**src/rtl/dpll_ctrl_div.sv**
```systemverilog
// Digital PLL divider/phase controller: counts clk_d1/clk_d2 pulses into a
// symbol divider, applies advance/retard corrections and tracks lock.
module dpll_ctrl_div #(
    parameter int DIV_W      = 3,
    parameter int LOCK_CNT   = 8,
    parameter int UNLOCK_CNT = 2
) (
    input  logic rst,
    input  logic clk32,
    input  logic en,
    input  logic clk_d1,
    input  logic clk_d2,
    input  logic pd_before,
    input  logic pd_after,
    output logic clk_i,
    output logic clk_q,
    output logic sym_stb,
    output logic adv,
    output logic ret,
    output logic locked
);

    typedef enum logic {UNLOCKED, LOCKED} lock_state_t;

    lock_state_t      state, state_nxt;
    logic [DIV_W-1:0] c;
    logic [DIV_W:0]   sum;
    logic [1:0]       inc;
    logic [7:0]       run, run_nxt, run_up;
    logic             eff_b, eff_a;
    logic             do_adv, do_ret;
    logic             carry;
    logic             flag, flag_nxt;
    logic             corrected;

    // Conflicting phase-detector levels cancel each other out.
    assign eff_b = pd_before & ~pd_after;
    assign eff_a = pd_after & ~pd_before;

    assign do_ret = clk_d1 & eff_b;
    assign do_adv = clk_d2 & eff_a;

    assign inc   = {1'b0, clk_d1 & ~eff_b} + {1'b0, do_adv};
    assign sum   = {1'b0, c} + (DIV_W+1)'(inc);
    assign carry = sum[DIV_W];

    // A correction in the wrap cycle still belongs to the ending symbol.
    assign corrected = flag | do_adv | do_ret;
    assign run_up    = (run == 8'hFF) ? run : run + 8'd1;

    assign locked = (state == LOCKED);

    // Lock FSM next state and per-symbol correction flag.
    always_comb begin
        state_nxt = state;
        run_nxt   = run;
        flag_nxt  = flag;
        if (en) begin
            if (carry) begin
                flag_nxt = 1'b0;
                case (state)
                    UNLOCKED: begin
                        if (corrected) begin
                            run_nxt = 8'd0;
                        end else if (run_up >= 8'(LOCK_CNT)) begin
                            state_nxt = LOCKED;
                            run_nxt   = 8'd0;
                        end else begin
                            run_nxt = run_up;
                        end
                    end
                    LOCKED: begin
                        if (!corrected) begin
                            run_nxt = 8'd0;
                        end else if (run_up >= 8'(UNLOCK_CNT)) begin
                            state_nxt = UNLOCKED;
                            run_nxt   = 8'd0;
                        end else begin
                            run_nxt = run_up;
                        end
                    end
                    default: begin
                        state_nxt = UNLOCKED;
                        run_nxt   = 8'd0;
                    end
                endcase
            end else begin
                flag_nxt = corrected;
            end
        end
    end

    // Divider, recovered clocks, event pulses and lock state registers.
    always_ff @(posedge clk32 or posedge rst) begin
        if (rst) begin
            c       <= '0;
            clk_i   <= 1'b0;
            clk_q   <= 1'b0;
            sym_stb <= 1'b0;
            adv     <= 1'b0;
            ret     <= 1'b0;
            state   <= UNLOCKED;
            run     <= 8'd0;
            flag    <= 1'b0;
        end else begin
            sym_stb <= en & carry;
            adv     <= en & do_adv;
            ret     <= en & do_ret;
            if (en) begin
                c     <= sum[DIV_W-1:0];
                clk_i <= ~sum[DIV_W-1];
                clk_q <= sum[DIV_W-1];
            end
            state <= state_nxt;
            run   <= run_nxt;
            flag  <= flag_nxt;
        end
    end

endmodule

```
**config.mk**
```make
export PLATFORM = sky130hd
export DESIGN_NAME = dpll_ctrl_div
export DESIGN_NICKNAME = d
export VERILOG_FILES = /design/src/rtl/dpll_ctrl_div.sv
export SDC_FILE = /design/constraint.sdc
export NUM_CORES = 1
export LEC_CHECK = 0
export CELL_PAD_IN_SITES_DETAIL_PLACEMENT = 1
export CELL_PAD_IN_SITES_GLOBAL_PLACEMENT = 1
export CORE_MARGIN = 3
export CORE_UTILIZATION = 25
export DETAILED_ROUTE_END_ITERATION = 8
export HOLD_SLACK_MARGIN = 0.03
export PLACE_DENSITY = 0.58
export SLEW_MARGIN = 20
export SYNTH_ARGS = -nofsm -noshare
export SYNTH_HDL_FRONTEND = slang
export SYNTH_SLANG_ARGS = --single-unit
```
**constraint.sdc**
```tcl
create_clock -name clk32 -period 4.7 [get_ports clk32]
set_clock_uncertainty 0.1 [all_clocks]
set_input_delay 1.41 -clock clk32 [delete_from_list [all_inputs] [get_ports clk32]]
set_output_delay 1.41 -clock clk32 [all_outputs]
set_load 0.03 [all_outputs]
```
==> metrics.md, run 1 <==
| Metric | Value |
|---|---|
| Area contributors post-synth | `dfrtp_1 43%, o31ai_4 4.3%, nand2_1 2.6%` |
| Register area | `425 um2` |
| Max-Cap Viols | `0` |
| Mux share of post-synthesis cell area | `0.0225` |
| Initial core utilization | `0.265` |
| CTS tree | `done` |
| Psw | `0.179 mW` |
| Synth Area in Compound Gates | `0.210` |
| Switching Fraction | `0.362` |
| Worst Hold Class | `flop to flop` |
| Vias in the first global route | `790` |
| Die area | `4800 um2` |
| DPL Wire Length | `1540 um` |
| Slew Viols, Final | `0` |
| Fmax | `about 280 MHz` |
| Number of vias in the routed layout | `708` |
| Crit path required time | `approximately 4800 ps` |
| Relative slew slack | `0.551` |
| Drt wl/cell | `13.4 um` |
| Max VDD drop | `0.0896 mV` |
| Post-Syn Area per Cell | `about 12 um2` |
| Clk_lat worst skew | `around 250 ps` |
| Global-route wire length before repair | `3700 um` |
| I/O Buffers | `12` |
| Setup TNS Final | `0 ps` |
| P_int | `0.315 mW` |
| Largest net degree at the start of global routing | `18` |
| Top cell type's share of synthesized area | `0.425` |
| Count of flip-flops with a built-in enable after synthesis | `0` |
| Final hold vios | `0` |
| Area of the multi-input gates | `around 530 um2` |
| RSZ-0062 raised after global routing | `no` |
| Clock power share | `0.222` |
| Critical Path AT | `3590 ps` |
| Gr ovfl total | `0` |
| H-Tree Depth | `1` |
| Diode count | `0` |
| Area grow syn2layout | `20.6%` |
| Fraction of layout cells with a size suffix above 1 | `0.198` |
| Num ports | `13` |
| Initial antenna violation count | `0` |
| Synthesized Nets | `97` |
| Die X | `69.3 um` |
| Remaining DRCs | `0` |
| Simple-gate share of the synthesized area | `0.218` |
| Adder-Cell Fraction of Synth Area | `0.0450` |
| FILL cells | `420` |
| Post-CTS Setup Repair Bufs | `0` |
| Placed Instance Area | `1160 um2` |
| Total core area | `~3800 um2` |
| Critical Path End Type | `flop` |
| Inserted Clock Buffers | `3` |
| Drt via density | `4.75` |
| Worst-path maximum fanout | `11` |
| Clk root buf | `clkbuf_8` |
| Post-synthesis cell count | `87` |
| Type of origin of the critical path | `primary input` |
| P_leak | `approximately 0.51 nW` |
| Async SR Flop Fraction | `1.00` |
| CTS sink cnt | `17` |
| Initial DRT Pass Iterations | `4` |
| Sequential share of the synthesized area | `0.425` |
| PostCTS Resize Cnt | `0` |
| Most common cell after layout, fill and taps aside | `dfrtp_1` |
| Final setup viols | `0` |
| Library cells used by synthesis | `38` |
| Final wirelength | `1990 um` |
| Placed cell count | `145` |
| Antenna Nets Post-Route | `0` |
| Status | `completed` |
| Finished layout cell area | `1210 um2` |
| XOR/XNOR share of the synthesized area | `0.0350` |
| Hold_buf cts | `0` |
| Most frequent cells in the layout | `17 x dfrtp_1, 12 x clkdlybuf4s50_1, 7 x nand2_1` |
| Min Tclk post-route | `3530 ps` |
| CTS clock-pin slew for the worst setup and hold paths | `70 ps` |
| Gpl congestion | `between 0.7 and 0.8` |
| Power Density | `409 nW/um2` |
| Number of synthesized register bits | `17` |
| Row count | `22` |
| Crit Path Class | `primary input to flop` |
| Longest Clk Path Bufs | `2` |
| Sequential power share | `0.433` |
| Worst-Margin Slew | `672 ps` |
| Syn Std Cell Area | `1000 um2` |
| Global Route Usage Sum | `0.0953` |
| Largest family of logic cells by synthesized area | `simple AND/OR/NAND/NOR gates` |
| YS warnings | `0` |
| Combinational power share | `0.345` |
| Die Ht | `roughly 70 um` |
| Cell taking the most area after synthesis | `dfrtp_1` |
| Final Cycle Share | `0.751` |
| Initial DRC Count | `23` |
| Post-route insts no fill | `149` |
| Fin nets | `112` |
| Top_reg_cell synth | `dfrtp_1` |
-- state kept, by name, summed over array words and instances, names as in the netlist --
name / flops
run: 8
c: 2
adv: 1
clk_i: 1
clk_q: 1
flag: 1
locked: 1
ret: 1
sym_stb: 1
-- synthesized netlist by cell type, types with 3 or more instances --
| master | number |
|---|---|
| and2_1 | 4 |
| nand2_1 | 7 |
| nor2_1 | 4 |
| inv_1 | 6 |
| xnor2_1 | 3 |
| a21oi_1 | 4 |
| o21ai_0 | 3 |
| nor2b_1 | 4 |
| dfrtp_1 | 17 |
-- final cells by class --
| class | count | share of cell area |
|---|---|---|
| Clock buffer | 4 | 0.0373 |
| Multi-Input combinational cell | 61 | 0.439 |
| Sequential cell | 17 | 0.352 |
| Inverter | 7 | 0.0218 |
| Tap cell | 48 | 0.0497 |
| Timing Repair Buffer | 12 | 0.0995 |
-- metal layers --
metal	vias up	routed length, um	track usage
li1	341	-	-
met1	357	951	0.126
met5	-	0	0
met4	0	34	0.0456
met3	2	25	0.0130
met2	8	981	0.153
-- worst max-delay path: stages --
cell             delay (ps)
clkdlybuf4s50_1         430
and3b_4                 340
inv_1                    60
fa_1                    350
inv_1                   120
nand4_4                 160
inv_2                   240
a21o_2                  160
o21ai_0                  90
a211oi_2                220
-- kinds of logic after synthesis --
family,count (synthesis)
multiplexers,2
AO/OA/AOI/OAI,21
flip-flops,17
adder cells (fa/ha/maj),3
buffers and inverters,9
XOR/XNOR,4
AND/OR/NAND/NOR,31
-- power groups by stage --
| stage | registers [mW] | clock network [mW] | logic, mW |
|---|---|---|---|
| floorplan | 0.231 | 0 | 0.105 |
| global placement | 0.215 | 0 | 0.170 |
| detailed placement | 0.216 | 0 | 0.173 |
| CTS | 0.214 | 0.112 | 0.173 |
| global route | 0.220 | 0.125 | 0.190 |
| finish | 0.214 | 0.109 | 0.170 |
-- final timing paths --
kind | start | to | slack, ps | depth (start not counted)
min in group asynchronous | rst | run[3] | 1460 | 2
setup reg to reg | c[0] | run[2] | 2690 | 8
hold / removal | clk_i | clk_i | 420 | 1
max in group asynchronous | rst | ret | 2610 | 2
hold reg to reg | clk_i | clk_i | 420 | 1
setup / recovery | pd_before | run[2] | 1170 | 10
-- per-stage QoR --
stage / power, mW / hold slack [ps] / setup slack (ps) / utilization
floorplan: 0.336 / 389 / 1570 / -
global placement: 0.386 / 394 / 959 / 0.308
detailed placement: 0.389 / 403 / 895 / 0.308
CTS: 0.499 / 421 / 1140 / 0.320
global route: 0.535 / 463 / 997 / 0.320
finish: 0.493 / 417 / 1170 / 0.320
Power figures use the tool's default switching activity.
==> run 2: changes to the inputs <==
==> constraint.sdc (replaced) <==
create_clock -name clk32 -period 3.4 [get_ports clk32]
set_clock_uncertainty 0.1 [all_clocks]
set_input_delay 1.02 -clock clk32 [delete_from_list [all_inputs] [get_ports clk32]]
set_output_delay 1.02 -clock clk32 [all_outputs]
set_load 0.03 [all_outputs]
==> metrics.md, run 2 (synthesized netlist as in run 1, its figures left out) <==
| Metric | Value |
|---|---|
| Largest net degree at the start of global routing | `18` |
| Die area | `4800 um2` |
| Clk_lat worst skew | `250 ps` |
| Post-route insts no fill | `152` |
| Hold_buf cts | `0` |
| Crit Path Class | `primary input to flop` |
| Total core area | `3770 um2` |
| Worst-path maximum fanout | `5` |
| Most frequent cells in the layout | `17 x dfrtp_1, 12 x clkdlybuf4s50_1, 7 x nand2_1` |
| Fmax | `337 MHz` |
| Largest registers | `run: 8 flops, c: 2 flops` |
| Clk root buf | `clkbuf_8` |
| Row count | `22` |
| Longest Clk Path Bufs | `2` |
| CTS clock-pin slew for the worst setup and hold paths | `~70 ps` |
| Worst Setup SP | `pd_before` |
| Max VDD drop | `approximately 0.14 mV` |
| CTS sink cnt | `17` |
| Placed cell count | `148` |
| Hold Crit Start | `clk_i` |
| Gpl congestion | `roughly 0.76` |
| Max FFs per register | `8` |
| RSZ-0062 raised after global routing | `no` |
| Critical Path End Type | `flop` |
| Final Cycle Share | `0.873` |
| Initial DRT Pass Iterations | `4` |
| H-Tree Depth | `1` |
| Min Tclk post-route | `2970 ps` |
| Global Route Usage Sum | `0.101` |
| Type of origin of the critical path | `primary input` |
| Final hold vios | `0` |
| Inserted Clock Buffers | `3` |
| Post-CTS Setup Repair Bufs | `0` |
| Drt via density | `between 4 and 5` |
| Die Ht | `between 60 and 70 um` |
| Power consumption | `0.694 mW` |
| Initial core utilization | `0.265` |
| Num ports | `13` |
| CTS tree | `done` |
| Status | `completed` |
| Setup TNS Final | `0 ps` |
| Fraction of layout cells with a size suffix above 1 | `0.221` |
| Drt wl/cell | `14.4 um` |
| Initial DRC Count | `62` |
| Number of vias in the routed layout | `724` |
| Die X | `about 69 um` |
| PostCTS Resize Cnt | `0` |
| Initial antenna violation count | `0` |
| Slew Viols, Final | `0` |
| Crit path required time | `approximately 3400 ps` |
| Relative slew slack | `0.543` |
| P_leak | `between 0.5 and 0.6 nW` |
| Most common cell after layout, fill and taps aside | `dfrtp_1` |
| Largest register by flop count | `run` |
| Diode count | `0` |
| Final setup viols | `0` |
| Reg2Reg Launch Point | `c[0]` |
| Global-route wire length before repair | `roughly 3900 um` |
| Remaining DRCs | `0` |
| Final wirelength | `around 2200 um` |
| Area grow syn2layout | `22.9%` |
| Power Density | `564 nW/um2` |
| Critical Path AT | `3000 ps` |
| Worst Hold Class | `flop to flop` |
| DPL Wire Length | `1740 um` |
| I/O Buffers | `12` |
| Worst-Margin Slew | `between 600 and 700 ps` |
| Vias in the first global route | `~800` |
| Gr ovfl total | `0` |
| Max-Cap Viols | `0` |
| Antenna Nets Post-Route | `0` |
| Fin nets | `115` |
[run 2: per-stage QoR]
step / worst slack, ps / hold slack, ps / cell area (um2) / util
finish: 432 / 428 / 1230 / 0.326
global placement: 263 / 395 / 1180 / 0.314
global route: 264 / 452 / 1230 / 0.326
CTS: 413 / 439 / 1230 / 0.326
floorplan: 660 / 389 / 1000 / -
detailed placement: 157 / 423 / 1180 / 0.314
[run 2: critical path: stages]
cell and delay (ps):
clkdlybuf4s50_1 430, and3b_4 340, inv_1 60, fa_1 370
inv_1 120, nand4_4 110, inv_2 150, o31ai_4 100
o21ai_0 220, a211oi_2 70
[run 2: power by group]
group	internal [mW]	switching (mW)	leakage, nW
Sequential	0.244	0.0514	0.216
Combinational	0.113	0.134	0.291
Clock	0.0830	0.0692	0.0228
Total	0.439	0.255	0.530
[run 2: final cells by class]
type	count	area, um2
tap	48	60.1
inverter	7	26.3
clock buffer	4	45.0
multi-input combinational	61	531
sequential	17	425
timing repair buffer	15	143
fill	427	2540
[run 2: worst paths after layout]
check | endpoint | slack [ps] | depth (start not counted)
max | run[2] | 430 | 10
min | clk_i | 430 | 1
max in group asynchronous | adv | 1690 | 2
min reg2reg | clk_i | 430 | 1
min in group asynchronous | run[6] | 1070 | 2
max reg2reg | run[2] | 1550 | 8
[run 2: routing by layer]
layer | global-route usage | routed length (um)
met5 | 0 | 0
met1 | 0.130 | 989
met4 | 0.0390 | 34
met2 | 0.168 | 1130
met3 | 0.0145 | 42
==> run 3: changes to the inputs <==
--- a/config.mk
+++ b/config.mk
@@ -7,7 +7,6 @@
 export LEC_CHECK = 0
 export CELL_PAD_IN_SITES_DETAIL_PLACEMENT = 1
 export CELL_PAD_IN_SITES_GLOBAL_PLACEMENT = 1
-export CORE_MARGIN = 3
 export CORE_UTILIZATION = 25
 export DETAILED_ROUTE_END_ITERATION = 8
 export HOLD_SLACK_MARGIN = 0.03
==> metrics.md, run 3 (synthesized netlist as in run 1, its figures left out) <==
| Metric | Value |
|---|---|
| Fraction of layout cells with a size suffix above 1 | `0.206` |
| Sequential power share | `0.427` |
| Die Ht | `about 65 um` |
| Clock power share | `0.225` |
| Die area | `4260 um2` |
| Psw | `~0.25 mW` |
| Post-CTS Setup Repair Bufs | `0` |
| Initial core utilization | `0.267` |
| Max FFs per register | `8` |
| Gr ovfl total | `0` |
| Setup TNS Final | `0 ps` |
| Pre-CTS setup slack | `81.1 ps` |
| Worst-Margin Slew | `670 ps` |
| Diode count | `0` |
| Worst-path maximum fanout | `6` |
| Initial DRT Pass Iterations | `6` |
| Relative slew slack | `0.553` |
| Fmax | `approximately 330 MHz` |
| Num ports | `13` |
| Status | `completed` |
| Combinational power share | `0.347` |
| P_int | `0.436 mW` |
| Largest register by flop count | `run` |
| Most frequent CP cell | `inv_1` |
| Initial antenna violation count | `0` |
| Crit Path Class | `primary input to flop` |
| Critical Path End Type | `flop` |
| Global-route wire length before repair | `3630 um` |
| Fin nets | `113` |
| Gpl congestion | `0.803` |
| Final wirelength | `roughly 2000 um` |
| Total core area | `3740 um2` |
| DPL Wire Length | `1510 um` |
| I/O Buffers | `12` |
| Die X | `65.3 um` |
| Final worst slack | `350 ps` |
| Hold_buf cts | `0` |
| Critical Path AT | `between 3000 and 4000 ps` |
| RSZ-0062 raised after global routing | `no` |
| Number of vias in the routed layout | `708` |
| Most common cell after layout, fill and taps aside | `dfrtp_1` |
| Power Density | `roughly 560 nW/um2` |
| Clk_lat worst skew | `around 250 ps` |
| PostCTS Resize Cnt | `0` |
| Final setup viols | `0` |
| Crit-path max cell delay | `430 ps` |
| Critical path cell sequence | `clkdlybuf4s50_1 > and3b_4 > inv_1 > fa_1 > inv_1 > nand4_4 > inv_2 > a21o_2 > o21ai_0 > a211oi_2` |
| P_leak | `0.520 nW` |
| Area grow syn2layout | `21.4%` |
| Vias in the first global route | `791` |
| Slowest-stage cell, CP | `clkdlybuf4s50_1` |
| CTS tree | `done` |
| CTS sink cnt | `17` |
| Slew Viols, Final | `0` |
| Final Cycle Share | `0.897` |
| Largest registers | `run: 8 flops, c: 2 flops` |
| Type of origin of the critical path | `primary input` |
| CTS clock-pin slew for the worst setup and hold paths | `~70 ps` |
| Initial DRC Count | `27` |
| Remaining DRCs | `0` |
| Inserted Clock Buffers | `3` |
| Antenna Nets Post-Route | `0` |
| Row count | `22` |
| Clk root buf | `clkbuf_8` |
| Global Route Usage Sum | `0.111` |
| Final hold vios | `0` |
| Most frequent cells in the layout | `17 x dfrtp_1, 12 x clkdlybuf4s50_1, 7 x nand2_1` |
| Drt via density | `4.72` |
| Drt wl/cell | `13.0 um` |
| Worst Hold Class | `flop to flop` |
| Switching Fraction | `0.363` |
| Top delay family on crit path | `buffers and inverters` |
| Longest Clk Path Bufs | `2` |
| Crit path required time | `between 3000 and 4000 ps` |
| Min Tclk post-route | `3050 ps` |
| Max VDD drop | `0.176 mV` |
| Max-Cap Viols | `0` |
| H-Tree Depth | `1` |
| Largest net degree at the start of global routing | `18` |
| Crit path buf inv count | `4` |
run 3: cell count changes in the layout (fill, tap and decap cells not counted):
cell | previous run | this run
buf_4 | 3 | 1
run 3: power groups by stage:
stage / Clock [mW] / Sequential [mW] / Combinational (mW)
floorplan: 0 / 0.319 / 0.145
global placement: 0 / 0.295 / 0.236
finish: 0.154 / 0.293 / 0.238
global route: 0.170 / 0.300 / 0.263
detailed placement: 0 / 0.297 / 0.240
CTS: 0.160 / 0.294 / 0.242
run 3: path summary, 6_finish.rpt:
kind | cells past startpoint | from | endpoint | slack [ps]
setup / recovery | 10 | pd_before | run[2] | 350
hold / removal | 1 | clk_i | clk_i | 410
setup reg to reg | 8 | c[0] | run[2] | 1500
hold reg to reg | 1 | clk_i | clk_i | 410
max in group asynchronous | 2 | rst | c[1] | 1710
min in group asynchronous | 2 | rst | clk_i | 1070
run 3: stage by stage:
| stage | utilization | std cells | instance area [um2] | total power [mW] | hold slack (ps) |
|---|---|---|---|---|---|
| 4_1_cts | 0.325 | 150 | 1210 | 0.697 | 423 |
| 6_report | 0.325 | 150 | 1210 | 0.685 | 414 |
| 5_1_grt | 0.325 | 150 | 1210 | 0.732 | 444 |
| 2_1_floorplan | - | 87 | 1000 | 0.465 | 389 |
| 3_3_place_gp | 0.313 | 146 | 1170 | 0.530 | 393 |
| 3_5_place_dp | 0.313 | 146 | 1170 | 0.537 | 407 |
run 3: cell type report:
type / instances / area, um2
inverter: 7 / 26.3
clock buffer: 4 / 45.0
multi-input combinational: 61 / 531
tap: 48 / 60.1
fill: 447 / 2530
timing repair buffer: 13 / 128
sequential: 17 / 425
run 3: per-layer routing:
metal / GRT usage / part of all wire
met1: 0.132 / 0.45
met2: 0.201 / 0.52
met3: 0.0104 / 0.0082
met4: 0.0489 / 0.021
met5: 0 / 0
run 3: worst register-to-register path, stage by stage (launching register included):
cell and delay [ps]:
dfrtp_1 350, inv_1 60, fa_1 410, inv_1 130, nand4_4 170, inv_2 180
a21o_2 140, o21ai_0 80, a211oi_2 220
